$ cat src/rtl/freq_test_gen.sv
// freq_test_gen: multi-channel square-wave generator with run-time half-period registers.
// Define FTG_COMPLEMENT_EN to add an inverted registered copy of every channel on Fout_o.
module freq_test_gen #(
  parameter int CHANNELS  = 12,
  parameter int DIV_W     = 16,
  parameter int ADDR_W    = 5,
  parameter int HALF_INIT = 1,
`ifdef FTG_COMPLEMENT_EN
  localparam int OUT_W = 2 * CHANNELS
`else
  localparam int OUT_W = CHANNELS
`endif
) (
  input  logic                clk_i,
  input  logic                rst_ni,
  input  logic                wr_en_i,
  input  logic [ADDR_W-1:0]   wr_addr_i,
  input  logic [DIV_W-1:0]    wr_data_i,
  input  logic [CHANNELS-1:0] en_i,
  input  logic                sync_i,
  output logic [CHANNELS-1:0] rise_o,
  output logic [OUT_W-1:0]    Fout_o
);
  logic [DIV_W-1:0]    half [CHANNELS];
  logic [DIV_W-1:0]    cnt  [CHANNELS];
  logic [CHANNELS-1:0] out;
`ifdef FTG_COMPLEMENT_EN
  logic [CHANNELS-1:0] comp;
`endif
  always_ff @(posedge clk_i or negedge rst_ni) begin
    if (!rst_ni) begin
      out    <= '0;
      rise_o <= '0;
`ifdef FTG_COMPLEMENT_EN
      comp   <= '1;
`endif
      for (int i = 0; i < CHANNELS; i++) begin
        half[i] <= DIV_W'(HALF_INIT + i);
        cnt[i]  <= '0;
      end
    end else begin
      for (int i = 0; i < CHANNELS; i++) begin
        // compare below still sees the old half; a write lands for the next edge
        if (wr_en_i && wr_addr_i == ADDR_W'(i)) half[i] <= wr_data_i;
        if (sync_i || !en_i[i]) begin
          cnt[i]    <= '0;
          out[i]    <= 1'b0;
          rise_o[i] <= 1'b0;
`ifdef FTG_COMPLEMENT_EN
          comp[i]   <= 1'b1;
`endif
        end else if (cnt[i] >= half[i]) begin
          cnt[i]    <= '0;
          out[i]    <= ~out[i];
          rise_o[i] <= ~out[i];
`ifdef FTG_COMPLEMENT_EN
          comp[i]   <= out[i];
`endif
        end else begin
          cnt[i]    <= cnt[i] + DIV_W'(1);
          rise_o[i] <= 1'b0;
        end
      end
    end
  end
`ifdef FTG_COMPLEMENT_EN
  assign Fout_o = {comp, out};
`else
  assign Fout_o = out;
`endif
endmodule
$ cat config.mk
export PLATFORM = sky130hd
export DESIGN_NAME = freq_test_gen
export DESIGN_NICKNAME = d
export VERILOG_FILES = /design/src/rtl/freq_test_gen.sv
export SDC_FILE = /design/constraint.sdc
export NUM_CORES = 1
export LEC_CHECK = 0
export BUFFER_PORTS_ARGS = -buffer_cell sky130_fd_sc_hd__buf_4
export CAP_MARGIN = 30
export CORE_ASPECT_RATIO = 1.5
export CORE_MARGIN = 5
export CORE_UTILIZATION = 60
export CTS_BUF_LIST = sky130_fd_sc_hd__clkbuf_4
export DETAILED_ROUTE_END_ITERATION = 6
export PLACE_DENSITY = 0.77
export SLEW_MARGIN = 10
export SYNTH_ARGS = -nofsm -noshare
export SYNTH_HDL_FRONTEND = slang
export SYNTH_SLANG_ARGS = --single-unit
$ cat constraint.sdc
create_clock -name clk_i -period 4.2 [get_ports clk_i]
set_input_delay 0.42 -clock clk_i [delete_from_list [all_inputs] [get_ports clk_i]]
set_output_delay 0.42 -clock clk_i [all_outputs]
set_load 0.005 [all_outputs]
==> flow_summary.yaml, run 1 <==
min_path:
  hold_depth: 2
  hp-start: "wr_data_i[0]"
  hold_path.class: "input port to flip-flop"
  min_to: "half[128]$_DFFE_PN0P_"
timing:
  slew_viol_final: 0
  slew_headroom_pct: 39.8
  setup_viol: 0
  tightest_slew_ns: 0.894
  hold_violations: 0
  rsz0062_at_grt: "no"
  setup_tns_ns: 0
  fin_crit_sh_pct: 65.8
  fin_crit_ns: 2.76
  fmax_mhz: 362
  finalClockSkew_ns: 0.0438
placed_design:
  portBuffers: 60
  gp_congestion: 0.875
  dpl_cell_area_mm2: 0.0225
  dp_hpwl_um: 32500
critical_path:
  cp-start-kind: "flip-flop"
  r2r-end: "rise_o[11]$_DFF_PN0_"
  crit_chain: "ha_1, nand2_1, nor4_1, a31oi_1, a2111oi_0, dlygate4sd3_1"
  ff2ff_path_depth: 6
  cp_max_fo: 4
  cp.buffers_inverters: 1
  critPathTopFamily: "compound AO/OA/AOI/OAI gates"
  cpMaxStageDelayCell: "dlygate4sd3_1"
  regToRegSetupSlack_ns: 1.44
  crit_type: "flip-flop to flip-flop"
  critPathRequiredTime_ns: 4.95
  end_kind: "flip-flop"
  critPathMaxStageDelay_ns: 0.64
  crit_arrival_ns: 3.51
  r2r_start: "cnt[13]$_DFF_PN0_"
logic_synthesis:
  synthArstFlopShare_pct: 100
  ys_warn_count: 0
  synth_commonest_cells: "386 x dfrtp_1, 235 x nor2_1, 219 x inv_1"
  synth_top_cell_by_area: "dfrtp_1"
  synth_edf_count: 0
  seq_area_frac_synth_pct: 47.6
  synth_seq_cells: 408
  synthesis.area_mm2: 0.0215
  yosys.cell_count.top_type: "dfrtp_1"
  synth_top_area_share_pct: 44.9
  synth_nets: 2357
  syn_inst: 2116
  synthFlopType: "dfrtp_1"
  synthTopCellsByArea: "dfrtp_1 45%, ha_1 12%, mux2_2 7.8%"
  synthDistinctLibCells: 53
  syn_avg_cell_area_um2: 10.2
power_and_ir_drop:
  pwr-share-comb_pct: 14.5
  switchingPower_mw: 2.52
  internal_power_mw: 6.76
  ir_worst_vdd_uv: 206
  power.share.clock_pct: 36.7
  total_power_mw: 9.29
  power_density_mw_per_mm2: 385
  seqPwrFrac_pct: 48.8
  switching_share_pct: 27.2
  p_leak_nw: 11.6
global_route:
  grtUsageTotal_pct: 24.4
  antenna_found_initial: 1
  grt_pass1_vias: 16400
  grt_max_degree: 107
  grt_pass1_wl_um: 78300
  overflow: 0
cts:
  cts_root_buffer: "clkbuf_4"
  h-tree-depth: 3
  clk_pin_slew_ns: 0.07
  clk_latency_ns: 0.81
  cts_buffers: 98
  clockBufferDepth: 3
  cts_tree: "yes"
  cts.sinks: 408
  cts_resized: 0
detailed_routing:
  ant_nets: 0
  vias_per_cell: 5.59
  routedWlPerCell_um: 16.8
  drc: 0
  first_pass_iters: 5
  drt_wl_total_um: 47500
  drt_iter0_drc: 817
  vias: 15800
die:
  ios: 61
  rows: 85
  die_y_um: 242
  die_w_um: 165
  core_area_mm2: 0.0356
  die-area_mm2: 0.0398
  start_util_pct: 60.4
cells_and_area:
  drive_above_1_share_pct: 17.5
  fin_nets: 2503
  syn2layout_area_growth_pct: 12.2
  stdcell_area_mm2: 0.0241
  postLayoutCoreUtil_pct: 67.7
run_status:
  outcome: "complete, no violations"
flow_run:
  cap_violations: 0
==> per-layer routing <==
layer	global-route usage (%)	up-vias	wire length, um
met2	41.7	367	24300
met5	0	-	0
met3	4.86	133	2460
met4	12.0	0	1920
li1	-	7543	-
met1	29.2	7737	18800
==> cell usage in the layout (no fill, tap or decap), drive strengths merged, types with 4 or more instances in the layout <==
cell,instances
a221oi,4
and2,12
xnor2,67
dfrtp,386
o21ai,82
a21o,4
a31oi,5
nor3b,7
nand3,84
xor2,100
a211oi,5
nor3,49
and4,15
o21a,5
buf,71
clkbuf,158
dfstp,22
a2111o,5
nor2,235
a21oi,66
nand2,172
nand2b,13
o211ai,11
inv,220
dlygate4sd3,31
ha,204
and3,31
mux2,149
clkinv,21
a2111oi,4
nor2b,9
nand4,49
nor4,14
==> timing repair <==
item / in CTS / in global routing
setup endpoints to repair: 0 / 0
setup buffers: 0 / 0
hold buffers: 31 / 0
hold endpoints to repair: 156 / 0
==> flip-flops by register name, summed over array words and instances (netlist names) <==
name,flops
Fout_o,12
cnt,192
half,192
rise_o,12
==> kinds of logic after synthesis <==
family / Yosys count / share of synthesized area (%)
xor gates and xnor gates: 167 / 6.80
adders and majority gates: 204 / 11.9
and+or+nand+nor: 700 / 15.1
AOI/OAI and AO/OA: 210 / 5.85
DFF: 408 / 47.6
buffers and inverters: 275 / 4.85
muxes: 152 / 7.94
==> through the flow <==
| step | hold slack (ns) | instances | setup slack, ns |
|---|---|---|---|
| 3_3_place_gp | 0.449 | 2603 | 1.66 |
| 2_1_floorplan | 0.124 | 2116 | 1.81 |
| 4_1_cts | 0.0251 | 2823 | 1.45 |
| 3_5_place_dp | 0.463 | 2608 | 1.59 |
| 5_1_grt | 0.0445 | 2825 | 1.12 |
| 6_report | 0.102 | 2825 | 1.44 |
==> how the worst max path moves through the flow <==
| stage | startpoint | endpoint | slack, ns | depth (start not counted) |
|---|---|---|---|---|
| finish | cnt[13]$_DFF_PN0_ | rise_o[11]$_DFF_PN0_ | 1.44 | 6 |
| global route | cnt[13]$_DFF_PN0_ | rise_o[11]$_DFF_PN0_ | 1.12 | 6 |
| CTS | cnt[13]$_DFF_PN0_ | rise_o[11]$_DFF_PN0_ | 1.45 | 6 |
| detailed placement | half[145]$_DFFE_PN1P_ | cnt[159]$_DFF_PN0_ | 1.59 | 7 |
| global placement | cnt[141]$_DFF_PN0_ | cnt[138]$_DFF_PN0_ | 1.66 | 6 |
| floorplan | cnt[141]$_DFF_PN0_ | cnt[137]$_DFF_PN0_ | 1.81 | 8 |
==> layout make-up <==
| cell class | count | area (um^2) |
|---|---|---|
| diodes | 1 | 2.50 |
| clock buffers | 158 | 1190 |
| clock inverters | 26 | 160 |
| fillers | 2732 | 11500 |
| inverters | 219 | 822 |
| multi-input cells | 1433 | 10200 |
| flip-flops and latches | 408 | 10200 |
| well taps | 478 | 598 |
| repair buffers | 102 | 896 |
==> power by group through the flow <==
stage / logic (mW) / clock network [mW] / registers (mW)
after floorplan: 0.926 / 0 / 4.55
after global placement: 1.24 / 0 / 4.59
after detailed placement: 1.32 / 0 / 4.61
after CTS: 1.36 / 3.52 / 4.53
after global routing: 1.54 / 3.73 / 4.57
final: 1.34 / 3.41 / 4.53
Power figures use the tool's default switching activity.
==> run 2, diff against run 1 <==
- ABC_AREA: not set -> 1
- clock period: 4.2 -> 2.6 ns (I/O delays scaled with it)
==> flow_summary.yaml, run 2 <==
timing:
  rsz0062_at_grt: "no"
  hold_slack_ns: 0.0924
  setup_tns_ns: 0
  tightest_slew_ns: 0.916
  finalWorstSetupSlack_ns: 0.602
  slew_headroom_pct: 38.8
  hold_violations: 0
  fin_crit_sh_pct: 76.8
  finalClockSkew_ns: 0.0534
  setup_viol: 0
  slew_viol_final: 0
  fin_crit_ns: 2.00
  fmax_mhz: 501
cells_and_area:
  largestRegisters: "cnt: 192 flops, half: 192 flops"
  multi_input_comb_area_mm2: 0.0106
  regArea_mm2: 0.0102
  layout_common_cells: "674 x nand2_1, 459 x inv_1, 386 x dfrtp_1"
  syn2layout_area_growth_pct: 10.7
  fin_nets: 3189
  n_fill_cell: 3098
  final_common_cell: "nand2_1"
  drive_above_1_share_pct: 11.4
critical_path:
  crit_chain: "inv_1, ha_1, nand2_1, nand2_1, nand2_1, nand2_1, nand2_1, nand2_1, nand2_1, nand3_2, nor2_1"
  path_common_cell: "nand2_1"
  critPathRequiredTime_ns: 3.28
  critPathMaxStageDelay_ns: 0.53
  end_kind: "flip-flop"
  critPathTopFamily: "simple AND/OR/NAND/NOR gates"
  cp_max_fo: 16
  cp-start-kind: "flip-flop"
  cpMaxStageDelayCell: "dfstp_2"
  crit_type: "flip-flop to flip-flop"
  regToRegSetupSlack_ns: 0.60
  crit_arrival_ns: 2.68
  cp.buffers_inverters: 1
die:
  rows: 87
  core_area_mm2: 0.0377
  die-area_mm2: 0.0423
  start_util_pct: 60.8
  die_w_um: 170
  die_y_um: 249
  ios: 61
global_route:
  grt_pass1_vias: 18900
  grt_pass1_wl_um: 87300
  overflow: 0
  grt_max_degree: 76
  antenna_found_initial: 1
  grtUsageTotal_pct: 25.3
detailed_routing:
  drt_wl_total_um: 52600
  ant_nets: 0
  first_pass_iters: 6
  vias: 18600
  routedWlPerCell_um: 14.9
  drt_iter0_drc: 952
  vias_per_cell: 5.29
  drc: 0
cts:
  clk_pin_slew_ns: 0.07
  h-tree-depth: 3
  cts_buffers: 99
  cts_tree: "yes"
  cts_root_buffer: "clkbuf_4"
  clockBufferDepth: 3
  cts.sinks: 408
  post-cts-setup-buffers: 0
  clk_latency_ns: 0.82
min_path:
  hold_path.class: "input port to flip-flop"
placed_design:
  dp_hpwl_um: 36700
  pre_cts_ws_ns: 0.639
  gp_congestion: 0.933
  portBuffers: 60
logic_synthesis:
  synth_nets: 3061
  synthDistinctLibCells: 31
  synth_top_cell_by_area: "dfrtp_1"
  syn_avg_cell_area_um2: 8.12
  synth_top_area_share_pct: 42.2
  seq_area_frac_synth_pct: 44.7
  synth_edf_count: 0
  synth_commonest_cells: "674 x nand2_1, 459 x inv_1, 386 x dfrtp_1"
  synthFlopType: "dfrtp_1"
  synthTopCellsByArea: "dfrtp_1 42%, ha_1 11%, nand2_1 11%"
  syn_inst: 2820
  ys_warn_count: 0
  synth_seq_cells: 408
  synthesis.area_mm2: 0.0229
  synthArstFlopShare_pct: 100
  yosys.cell_count.top_type: "nand2_1"
power_and_ir_drop:
  ir_worst_vdd_uv: 299
  power_density_mw_per_mm2: 609
  seqPwrFrac_pct: 47.6
  power.share.clock_pct: 36.0
  switching_share_pct: 29.7
  pwr-share-comb_pct: 16.4
  internal_power_mw: 10.9
  p_leak_nw: 12.8
  switchingPower_mw: 4.58
flow_run:
  cap_violations: 0
run_status:
  outcome: "complete, no violations"
[run 2: cell count changes after synthesis, moves of 29 or more]
cell	change
nor3_1	-29
and3_1	-30
nor2_1	+96
inv_1	+240
nand2_1	+502
o21ai_0	+112
nand3_2	+33
mux2_2	-149
xnor2_1	-31
[run 2: power groups by stage]
| stage | combinational (mW) | clock (mW) | sequential [mW] |
|---|---|---|---|
| after floorplan | 1.77 | 0 | 7.35 |
| after global placement | 2.35 | 0 | 7.43 |
| after detailed placement | 2.51 | 0 | 7.45 |
| after CTS | 2.55 | 5.72 | 7.34 |
| after global routing | 2.96 | 6.06 | 7.41 |
| final | 2.53 | 5.56 | 7.35 |
[run 2: worst min-delay path, delay by kind of cell]
family / cells / cell delay, ns
and+or+nand+nor: 3 / 0.27
buffers and inverters: 3 / 0.31
[run 2: layout make-up]
type / instances / share of cell area (%)
diodes: 1 / 0.00987
clock buffers: 149 / 4.41
clock inverters: 36 / 0.898
inverters: 468 / 6.93
multi-input cells: 1879 / 41.7
flip-flops and latches: 408 / 40.4
well taps: 489 / 2.41
repair buffers: 92 / 3.26
[run 2: final timing paths]
check / startpoint / cells past startpoint / end
hold / removal: sync_i / 6 / rise_o[7]$_DFF_PN0_
hold reg to reg: cnt[144]$_DFF_PN0_ / 1 / cnt[144]$_DFF_PN0_
setup / recovery: half[81]$_DFFE_PN1P_ / 11 / cnt[88]$_DFF_PN0_
max in group asynchronous: rst_ni / 4 / cnt[159]$_DFF_PN0_
min in group asynchronous: rst_ni / 3 / cnt[184]$_DFF_PN0_
setup reg to reg: half[81]$_DFFE_PN1P_ / 11 / cnt[88]$_DFF_PN0_
[run 2: routing by layer]
metal  GRT usage, %  vias to the layer above  part of all wire [%]
met1           27.4                     8903                    38
met3           4.21                      156                   4.3
li1               -                     9150                     -
met5              0                        -                     0
met4           14.1                        0                   5.0
met2           46.2                      429                    52
[run 2: through the flow]
stage                     power [mW]  util [%]  instance area [um^2]  instances
after floorplan                 9.12         -                 22900       2820
after global placement          9.78      63.3                 23800       3319
after detailed placement        9.96      63.3                 23800       3319
after CTS                       15.6      67.3                 25400       3521
after global routing            16.4      67.3                 25400       3522
final                           15.4      67.3                 25400       3522
[run 2: logic make-up after synthesis]
family,Yosys count,share of synthesized area (%)
AOI/OAI and AO/OA,300,6.70
xor gates and xnor gates,122,4.67
adders and majority gates,204,11.1
buffers and inverters,533,9.12
DFF,408,44.7
and+or+nand+nor,1253,23.7
[run 2: what timing repair did]
item / in CTS / in global routing
hold buffers: 17 / 0
hold endpoints to repair: 460 / 0
resized for setup: 0 / 0
